File: config.mk
export PLATFORM = sky130hd
export DESIGN_NAME = instr_fetch_queue_flat
export DESIGN_NICKNAME = d
export VERILOG_FILES = /design/src/rtl/instr_fetch_queue_pkg.sv /design/src/rtl/instr_fetch_queue_if.sv /design/src/rtl/fetch_fifo.sv /design/src/rtl/instr_fetch_queue.sv /design/src/flat_wrapper.sv
export SDC_FILE = /design/constraint.sdc
export NUM_CORES = 1
export LEC_CHECK = 0
export ABC_AREA = 1
export CELL_PAD_IN_SITES_DETAIL_PLACEMENT = 1
export CELL_PAD_IN_SITES_GLOBAL_PLACEMENT = 2
export CORE_AREA = 2 2 138 140
export CTS_BUF_LIST = sky130_fd_sc_hd__clkbuf_8
export DETAILED_ROUTE_END_ITERATION = 6
export DIE_AREA = 0 0 140 142
export PLACE_DENSITY = 0.95
export SYNTH_ARGS = -nofsm -noshare
export SYNTH_HDL_FRONTEND = slang
export SYNTH_SLANG_ARGS = --single-unit
File: constraint.sdc
create_clock -name clk -period 4.75 [get_ports clk]
set_input_delay 0.475 -clock clk [delete_from_list [all_inputs] [get_ports clk]]
set_output_delay 0.475 -clock clk [all_outputs]
set_load 0.005 [all_outputs]
File: src/rtl/instr_fetch_queue_pkg.sv
// Shared types for the instruction fetch queue: queue entry layout and fetch FSM states.
// Default widths match the instr_fetch_queue parameter defaults.
package instr_fetch_queue_pkg;

  localparam int unsigned IFQ_PC_W  = 9;
  localparam int unsigned IFQ_INS_W = 32;

  typedef struct packed {
    logic [IFQ_PC_W-1:0]  pc;
    logic [IFQ_INS_W-1:0] instr;
  } fetch_entry_t;

  typedef enum logic [1:0] {
    S_IDLE  = 2'd0,
    S_FETCH = 2'd1,
    S_FLUSH = 2'd2
  } fetch_state_t;

endpackage

File: src/rtl/instr_fetch_queue_if.sv
// Bundle of fetch-queue signals: decode control, instruction-memory port and IF/ID output.
// master = the fetch queue, slave = the surrounding pipeline and memory.
interface instr_fetch_queue_if #(
  parameter int unsigned PC_W  = 9,
  parameter int unsigned INS_W = 32
);
  logic             stall;
  logic             redirect;
  logic [PC_W-1:0]  redirect_pc;
  logic             imem_req;
  logic [PC_W-1:0]  imem_addr;
  logic             imem_ready;
  logic             imem_rsp_valid;
  logic [INS_W-1:0] imem_rsp_data;
  logic             out_valid;
  logic [PC_W-1:0]  out_pc;
  logic [INS_W-1:0] out_instr;

  modport master (
    input  stall, redirect, redirect_pc, imem_ready, imem_rsp_valid, imem_rsp_data,
    output imem_req, imem_addr, out_valid, out_pc, out_instr
  );

  modport slave (
    output stall, redirect, redirect_pc, imem_ready, imem_rsp_valid, imem_rsp_data,
    input  imem_req, imem_addr, out_valid, out_pc, out_instr
  );
endinterface

File: src/rtl/fetch_fifo.sv
// Circular buffer for fetched instructions: synchronous write, combinational head view,
// registered occupancy count; flush empties it in one cycle.
module fetch_fifo #(
  parameter int unsigned  DEPTH  = 4,
  parameter int unsigned  DATA_W = 41,
  localparam int unsigned PTR_W  = $clog2(DEPTH),
  localparam int unsigned CNT_W  = PTR_W + 1
) (
  input  logic              clk,
  input  logic              reset,
  input  logic              i_flush,
  input  logic              i_push,
  input  logic [DATA_W-1:0] i_data,
  input  logic              i_pop,
  output logic [DATA_W-1:0] o_head,
  output logic [CNT_W-1:0]  o_count,
  output logic              o_empty
);
  localparam logic [CNT_W-1:0] FULL_CNT = CNT_W'(DEPTH);

  logic [DATA_W-1:0] r_mem [DEPTH];
  logic [PTR_W-1:0]  r_wr_ptr;
  logic [PTR_W-1:0]  r_rd_ptr;
  logic [CNT_W-1:0]  r_count;
  logic              w_do_push;
  logic              w_do_pop;

  assign w_do_push = i_push && !i_flush && (r_count != FULL_CNT);
  assign w_do_pop  = i_pop && !i_flush && (r_count != '0);

  always_ff @(posedge clk) begin
    if (w_do_push) begin
      r_mem[r_wr_ptr] <= i_data;
    end
  end

  // Pointers are exactly PTR_W bits wide, so they wrap at DEPTH on their own.
  always_ff @(posedge clk) begin
    if (!reset || i_flush) begin
      r_wr_ptr <= '0;
      r_rd_ptr <= '0;
      r_count  <= '0;
    end else begin
      if (w_do_push) begin
        r_wr_ptr <= r_wr_ptr + 1'b1;
      end
      if (w_do_pop) begin
        r_rd_ptr <= r_rd_ptr + 1'b1;
      end
      case ({w_do_push, w_do_pop})
        2'b10:   r_count <= r_count + 1'b1;
        2'b01:   r_count <= r_count - 1'b1;
        default: r_count <= r_count;
      endcase
    end
  end

  assign o_head  = r_mem[r_rd_ptr];
  assign o_count = r_count;
  assign o_empty = (r_count == '0);

endmodule

File: src/rtl/instr_fetch_queue.sv
// Instruction fetch queue: issues credit-limited fetches, buffers responses for IF/ID,
// flushes on redirect. Define FETCH_BYPASS_EN to forward responses straight to the output.
module instr_fetch_queue
  import instr_fetch_queue_pkg::*;
#(
  parameter int unsigned PC_W     = IFQ_PC_W,
  parameter int unsigned INS_W    = IFQ_INS_W,
  parameter int unsigned FQ_DEPTH = 4
) (
  input logic                 clk,
  input logic                 reset,
  instr_fetch_queue_if.master bus
);
  localparam int unsigned ENTRY_W = PC_W + INS_W;
  localparam int unsigned CNT_W   = $clog2(FQ_DEPTH) + 1;
  localparam logic [CNT_W-1:0] DEPTH_CNT = CNT_W'(FQ_DEPTH);

  fetch_state_t r_state;
  fetch_state_t w_state_next;
  logic [PC_W-1:0] r_pc;
  logic [PC_W-1:0] r_inflight_pc;
  logic            r_inflight;

  logic               w_req;
  logic               w_accept;
  logic               w_rsp_take;
  logic               w_bypass;
  logic               w_push;
  logic               w_pop;
  logic               w_out_valid;
  logic               w_fifo_empty;
  logic [CNT_W-1:0]   w_count;
  logic [CNT_W-1:0]   w_occupancy;
  logic [PC_W-1:0]    w_redirect_pc;
  logic [ENTRY_W-1:0] w_rsp_entry;
  logic [ENTRY_W-1:0] w_head;
  logic [ENTRY_W-1:0] w_out_entry;

  // Credit: a request is only issued if its response is guaranteed a free slot.
  assign w_occupancy   = w_count + CNT_W'(r_inflight);
  assign w_redirect_pc = bus.redirect_pc & ~PC_W'(3);

  assign w_req    = reset && (r_state == S_FETCH) && !bus.redirect && (w_occupancy < DEPTH_CNT);
  assign w_accept = w_req && bus.imem_ready;

  // A response is only ours if we accepted a request last cycle and nothing flushed it.
  assign w_rsp_take  = reset && r_inflight && bus.imem_rsp_valid
                       && (r_state == S_FETCH) && !bus.redirect;
  assign w_rsp_entry = {r_inflight_pc, bus.imem_rsp_data};

`ifdef FETCH_BYPASS_EN
  assign w_bypass = w_rsp_take && w_fifo_empty && !bus.stall;
`else
  assign w_bypass = 1'b0;
`endif

  assign w_push = w_rsp_take && !w_bypass;
  assign w_pop  = reset && !w_fifo_empty && !bus.stall && !bus.redirect;

  fetch_fifo #(
    .DEPTH  (FQ_DEPTH),
    .DATA_W (ENTRY_W)
  ) u_fifo (
    .clk     (clk),
    .reset   (reset),
    .i_flush (bus.redirect),
    .i_push  (w_push),
    .i_data  (w_rsp_entry),
    .i_pop   (w_pop),
    .o_head  (w_head),
    .o_count (w_count),
    .o_empty (w_fifo_empty)
  );

  always_comb begin
    w_state_next = r_state;
    if (bus.redirect) begin
      w_state_next = r_inflight ? S_FLUSH : S_FETCH;
    end else begin
      case (r_state)
        S_IDLE:  w_state_next = S_FETCH;
        S_FETCH: w_state_next = S_FETCH;
        S_FLUSH: w_state_next = S_FETCH;
        default: w_state_next = S_IDLE;
      endcase
    end
  end

  always_ff @(posedge clk) begin
    if (!reset) begin
      r_state       <= S_IDLE;
      r_pc          <= '0;
      r_inflight    <= 1'b0;
      r_inflight_pc <= '0;
    end else begin
      r_state    <= w_state_next;
      r_inflight <= w_accept;
      if (w_accept) begin
        r_inflight_pc <= r_pc;
      end
      if (bus.redirect) begin
        r_pc <= w_redirect_pc;
      end else if (w_accept) begin
        r_pc <= r_pc + PC_W'(4);
      end
    end
  end

  assign w_out_valid = reset && (!w_fifo_empty || w_bypass);
  assign w_out_entry = w_fifo_empty ? w_rsp_entry : w_head;

  assign bus.imem_req  = w_req;
  assign bus.imem_addr = reset ? r_pc : '0;
  assign bus.out_valid = w_out_valid;
  assign bus.out_pc    = w_out_valid ? w_out_entry[ENTRY_W-1:INS_W] : '0;
  assign bus.out_instr = w_out_valid ? w_out_entry[INS_W-1:0] : '0;

endmodule
File: src/flat_wrapper.sv
// flat-port wrapper written by rule: the top's interface ports become plain ports
module instr_fetch_queue_flat import instr_fetch_queue_pkg::*;
#(
  parameter int unsigned PC_W     = IFQ_PC_W,
  parameter int unsigned INS_W    = IFQ_INS_W,
  parameter int unsigned FQ_DEPTH = 4
)
  (clk, reset, bus_stall, bus_redirect, bus_redirect_pc, bus_imem_ready, bus_imem_rsp_valid, bus_imem_rsp_data, bus_imem_req, bus_imem_addr, bus_out_valid, bus_out_pc, bus_out_instr);
  instr_fetch_queue_if #(.PC_W(PC_W), .INS_W(INS_W)) bus_i ();
  input logic clk;
  input logic reset;
  input wire logic [$bits(bus_i.stall)-1:0] bus_stall;
  input wire logic [$bits(bus_i.redirect)-1:0] bus_redirect;
  input wire logic [$bits(bus_i.redirect_pc)-1:0] bus_redirect_pc;
  input wire logic [$bits(bus_i.imem_ready)-1:0] bus_imem_ready;
  input wire logic [$bits(bus_i.imem_rsp_valid)-1:0] bus_imem_rsp_valid;
  input wire logic [$bits(bus_i.imem_rsp_data)-1:0] bus_imem_rsp_data;
  output wire logic [$bits(bus_i.imem_req)-1:0] bus_imem_req;
  output wire logic [$bits(bus_i.imem_addr)-1:0] bus_imem_addr;
  output wire logic [$bits(bus_i.out_valid)-1:0] bus_out_valid;
  output wire logic [$bits(bus_i.out_pc)-1:0] bus_out_pc;
  output wire logic [$bits(bus_i.out_instr)-1:0] bus_out_instr;
  assign bus_i.stall = bus_stall;
  assign bus_i.redirect = bus_redirect;
  assign bus_i.redirect_pc = bus_redirect_pc;
  assign bus_i.imem_ready = bus_imem_ready;
  assign bus_i.imem_rsp_valid = bus_imem_rsp_valid;
  assign bus_i.imem_rsp_data = bus_imem_rsp_data;
  assign bus_imem_req = bus_i.imem_req;
  assign bus_imem_addr = bus_i.imem_addr;
  assign bus_out_valid = bus_i.out_valid;
  assign bus_out_pc = bus_i.out_pc;
  assign bus_out_instr = bus_i.out_instr;
  instr_fetch_queue #(.PC_W(PC_W), .INS_W(INS_W), .FQ_DEPTH(FQ_DEPTH)) u_core (.clk(clk), .reset(reset), .bus(bus_i));
endmodule
==> run_results.csv <==
group,metric,value,unit
setup_path,cp_top_family,"buffers and inverters",
synth,synthCells,641,
synth,synth_top_area_share,63.6,%
timing,finalHoldViolations,0,
global_routing,grt_pass1_wl,27300,um
synth,ys_seq_elements,182,
timing,fmax,0.277,GHz
setup_path,cp.required,4.28,ns
finish,num-nets-final,781,
timing,tns,0,ns
setup_path,worst_path_largest_cell_delay,0.56,ns
clock_tree,ctsHoldBuffers,0,
clock_tree,h-tree-depth,4,
synth,synth.avg_cell_area,11.5,um2
timing,clock_skew,0.0139,ns
setup_path,critPathKind,"flip-flop to output pin",
setup_path,cp.arrival,3.14,ns
power_and_ir_drop,switchingPower,0.588,mW
outcome,violations,"design-rule violations",
floorplan,start_util,39.9,%
place,place_congestion,0.758,
finish,area.sequential,0.00521,mm2
setup_path,crit_top_cell,"buf_4",
global_routing,grt_use_total,17.8,%
routing,wire_per_inst,17.4,um
finish,final_layout_size_suffix_gt1_share,7.30,%
routing,wl,17000,um
power_and_ir_drop,swShare,21.1,%
floorplan,die_y,142,um
clock_tree,cts_buffers,17,
routing,detail-route-antenna-nets,0,
floorplan,core,0.0185,mm2
finish,syn2layout_area_growth,20.4,%
timing,fin_crit_sh,76.1,%
clock_tree,clock-root-buffer,"clkbuf_8",
clock_tree,clock_latency,0.45,ns
floorplan,rows,50,
synth,synthDistinctLibCells,29,
clock_tree,clock_sinks,182,
global_routing,antenna_found_initial,2,
power_and_ir_drop,internal_power,2.20,mW
place,placement.io_buffers,92,
timing,final_max_slew_viol_count,0,
timing,grt_setup_unrepaired,"no",
routing,vias_per_cell,5.05,
timing,layout_min_cycle_time,3.62,ns
finish,multi_input_area,0.00188,mm2
synth,synth_top_area_cell,"edfxtp_1",
floorplan,fp.dieW,140,um
power_and_ir_drop,pwr-share-seq,62.6,%
finish,finalNonFillerCells,975,
power_and_ir_drop,pwr-share-comb,3.2,%
setup_path,cp-end-kind,"output pin",
clock_tree,cts_buffer_depth,2,
setup_path,worst-path-buf-inv,4,
timing,max_slew_margin,22.2,%
routing,first_iter_violations,289,
timing,setup_viol_count_final,0,
clock_tree,post_cts_buffers,0,
synth,syn_area,0.00736,mm2
place,dp.cells,942,
outcome,status,"complete, but fails checks",
power_and_ir_drop,peakVddDrop,163,uV
synth,ys_warn_count,0,
global_routing,grt_max_degree,79,
synth,ys_seq_area_share,70.7,%
global_routing,grt_overflow,0,
finish,fillers,1962,
timing,tightest_slew,1.16,ns
routing,dr.pass1.iters,7,
min_path,hold_class,"flip-flop to flip-flop",
clock_tree,clkTransAtPathRegs,0.09,ns
place,dpl.hpwl,10100,um
setup_path,worstPathCellList,"buf_4 -> inv_1 -> buf_4 -> nor2_1 -> o21ai_0 -> a21oi_1 -> clkdlybuf4s50_1",
power_and_ir_drop,p_per_area,314,mW/mm2
place,place_worst_setup_slack,1.47,ns
routing,num_vias,4927,
floorplan,ios,99,
routing,drcViolationCount,18,
power_and_ir_drop,p_leak,3.07,nW
synth,synthTopCellsByArea,"edfxtp_1 (64%), nor2_1 (9.2%), dfxtp_1 (7.1%), o21ai_0 (6.5%), a21oi_1 (3.3%)",
flow_run,max-cap-violations,0,
floorplan,die-area,0.0199,mm2
clock_tree,cts_tree,"yes",
setup_path,cpMaxStageDelayCell,"clkdlybuf4s50_1",
timing,fin_ws,1.13,ns
setup_path,cp_max_fo,40,
global_routing,grt_pass1_vias,5388,
power_and_ir_drop,pwr-share-clk,34.2,%
setup_path,worstSetupStartpointType,"flip-flop",
clock_tree,cts_resized,0,
[cells in the mapped netlist]
master	n
nand4_2	2
inv_2	1
buf_2	11
a21oi_1	49
clkbuf_1	13
inv_1	30
a21boi_0	2
dfxtp_1	26
ha_1	6
nand3_4	1
nor2_8	1
nand2_4	1
nand3_1	15
buf_4	6
buf_1	2
nor2_4	1
o21ai_0	95
clkbuf_2	2
nand2_1	27
edfxtp_1	156
inv_4	1
nand4_1	1
xor2_1	5
conb_1	1
o21a_1	1
buf_6	3
fa_1	1
nor2_1	180
o211ai_1	1
[through the flow]
stage                     power, mW  area, um2  utilization [%]  hold slack, ns
after floorplan                1.81       7380                -           0.436
after global placement         1.86       8500             46.1           0.446
after detailed placement       1.87       8500             46.1           0.470
after CTS                      2.82       8870             48.0           0.482
after global routing           2.89       8870             48.0           0.521
final                          2.79       8870             48.1           0.484
[area by class of cell]
type                       instances  share of cell area (%)
multi-input combinational        393                    21.2
tap                              234                    3.30
clock buffer                      17                    2.64
timing repair buffer             101                    11.3
clock inverter                    15                    1.45
sequential                       182                    58.7
inverter                          32                    1.38
antenna                            1                  0.0282
[state kept, by name, indices dropped and copies added (netlist names), named ones only]
name	count
u_core.u_fifo.r_rd_ptr	2
u_core.r_state	2
u_core.u_fifo.o_count	3
u_core.u_fifo.r_mem	156
u_core.r_inflight	1
u_core.u_fifo.r_wr_ptr	2
u_core.r_pc	7
u_core.r_inflight_pc	7
[power by group through the flow]
stage	logic, mW	clock network [mW]	registers (mW)
after floorplan	0.0317	0	1.78
after global placement	0.0841	0	1.78
after detailed placement	0.0885	0	1.78
after CTS	0.0892	0.982	1.74
after global routing	0.0985	1.04	1.75
final	0.0888	0.953	1.74
[placed cells by master, fill, tap and decap left out, types with 4 or more instances in the layout]
master	n
nor2_1	176
edfxtp_1	156
o21ai_0	95
clkdlybuf4s50_1	92
a21oi_1	49
inv_1	30
nand2_1	26
dfxtp_1	24
clkbuf_8	17
nand3_1	15
buf_4	8
ha_1	6
nor2_4	5
xor2_1	5
conb_1	4
clkinv_4	4
[kinds of logic after synthesis]
kind of cell | Yosys count | share of synthesized area [%]
AND/OR/NAND/NOR | 229 | 12.8
AO/OA/AOI/OAI | 148 | 10.2
adder cells (fa/ha/maj) | 7 | 1.29
buffers and inverters | 69 | 4.38
XOR/XNOR | 5 | 0.595
other | 1 | 0.0509
flip-flops | 182 | 70.7
[final timing paths]
kind | start | to | slack [ns] | cells after the start
setup / recovery | flip-flop | bus_out_instr[23] | 1.13 | 7
hold / removal | u_core.u_fifo.r_rd_ptr[1] | flip-flop | 0.48 | 2
setup reg to reg | u_core.u_fifo.o_count[1] | u_core.u_fifo.r_mem[3][36] | 2.54 | 5
hold reg to reg | u_core.u_fifo.r_rd_ptr[1] | flip-flop | 0.48 | 2
[layer usage]
layer  routed length [um]  vias up  track usage [%]
met3                  836       16             4.85
met5                    0        -                0
met4                  206        0             5.21
li1                     -     2377                -
met1                 7030     2432             20.5
met2                 8880      102             32.6
[worst reg2reg max path, cell delays in order (launching register included)]
cell and delay [ns]:
dfxtp_1 0.40, inv_1 0.11, nand3_1 0.11, nand4_2 0.36
nor2_4 0.62, buf_12 0.29
(Power assumes the default switching activity.)
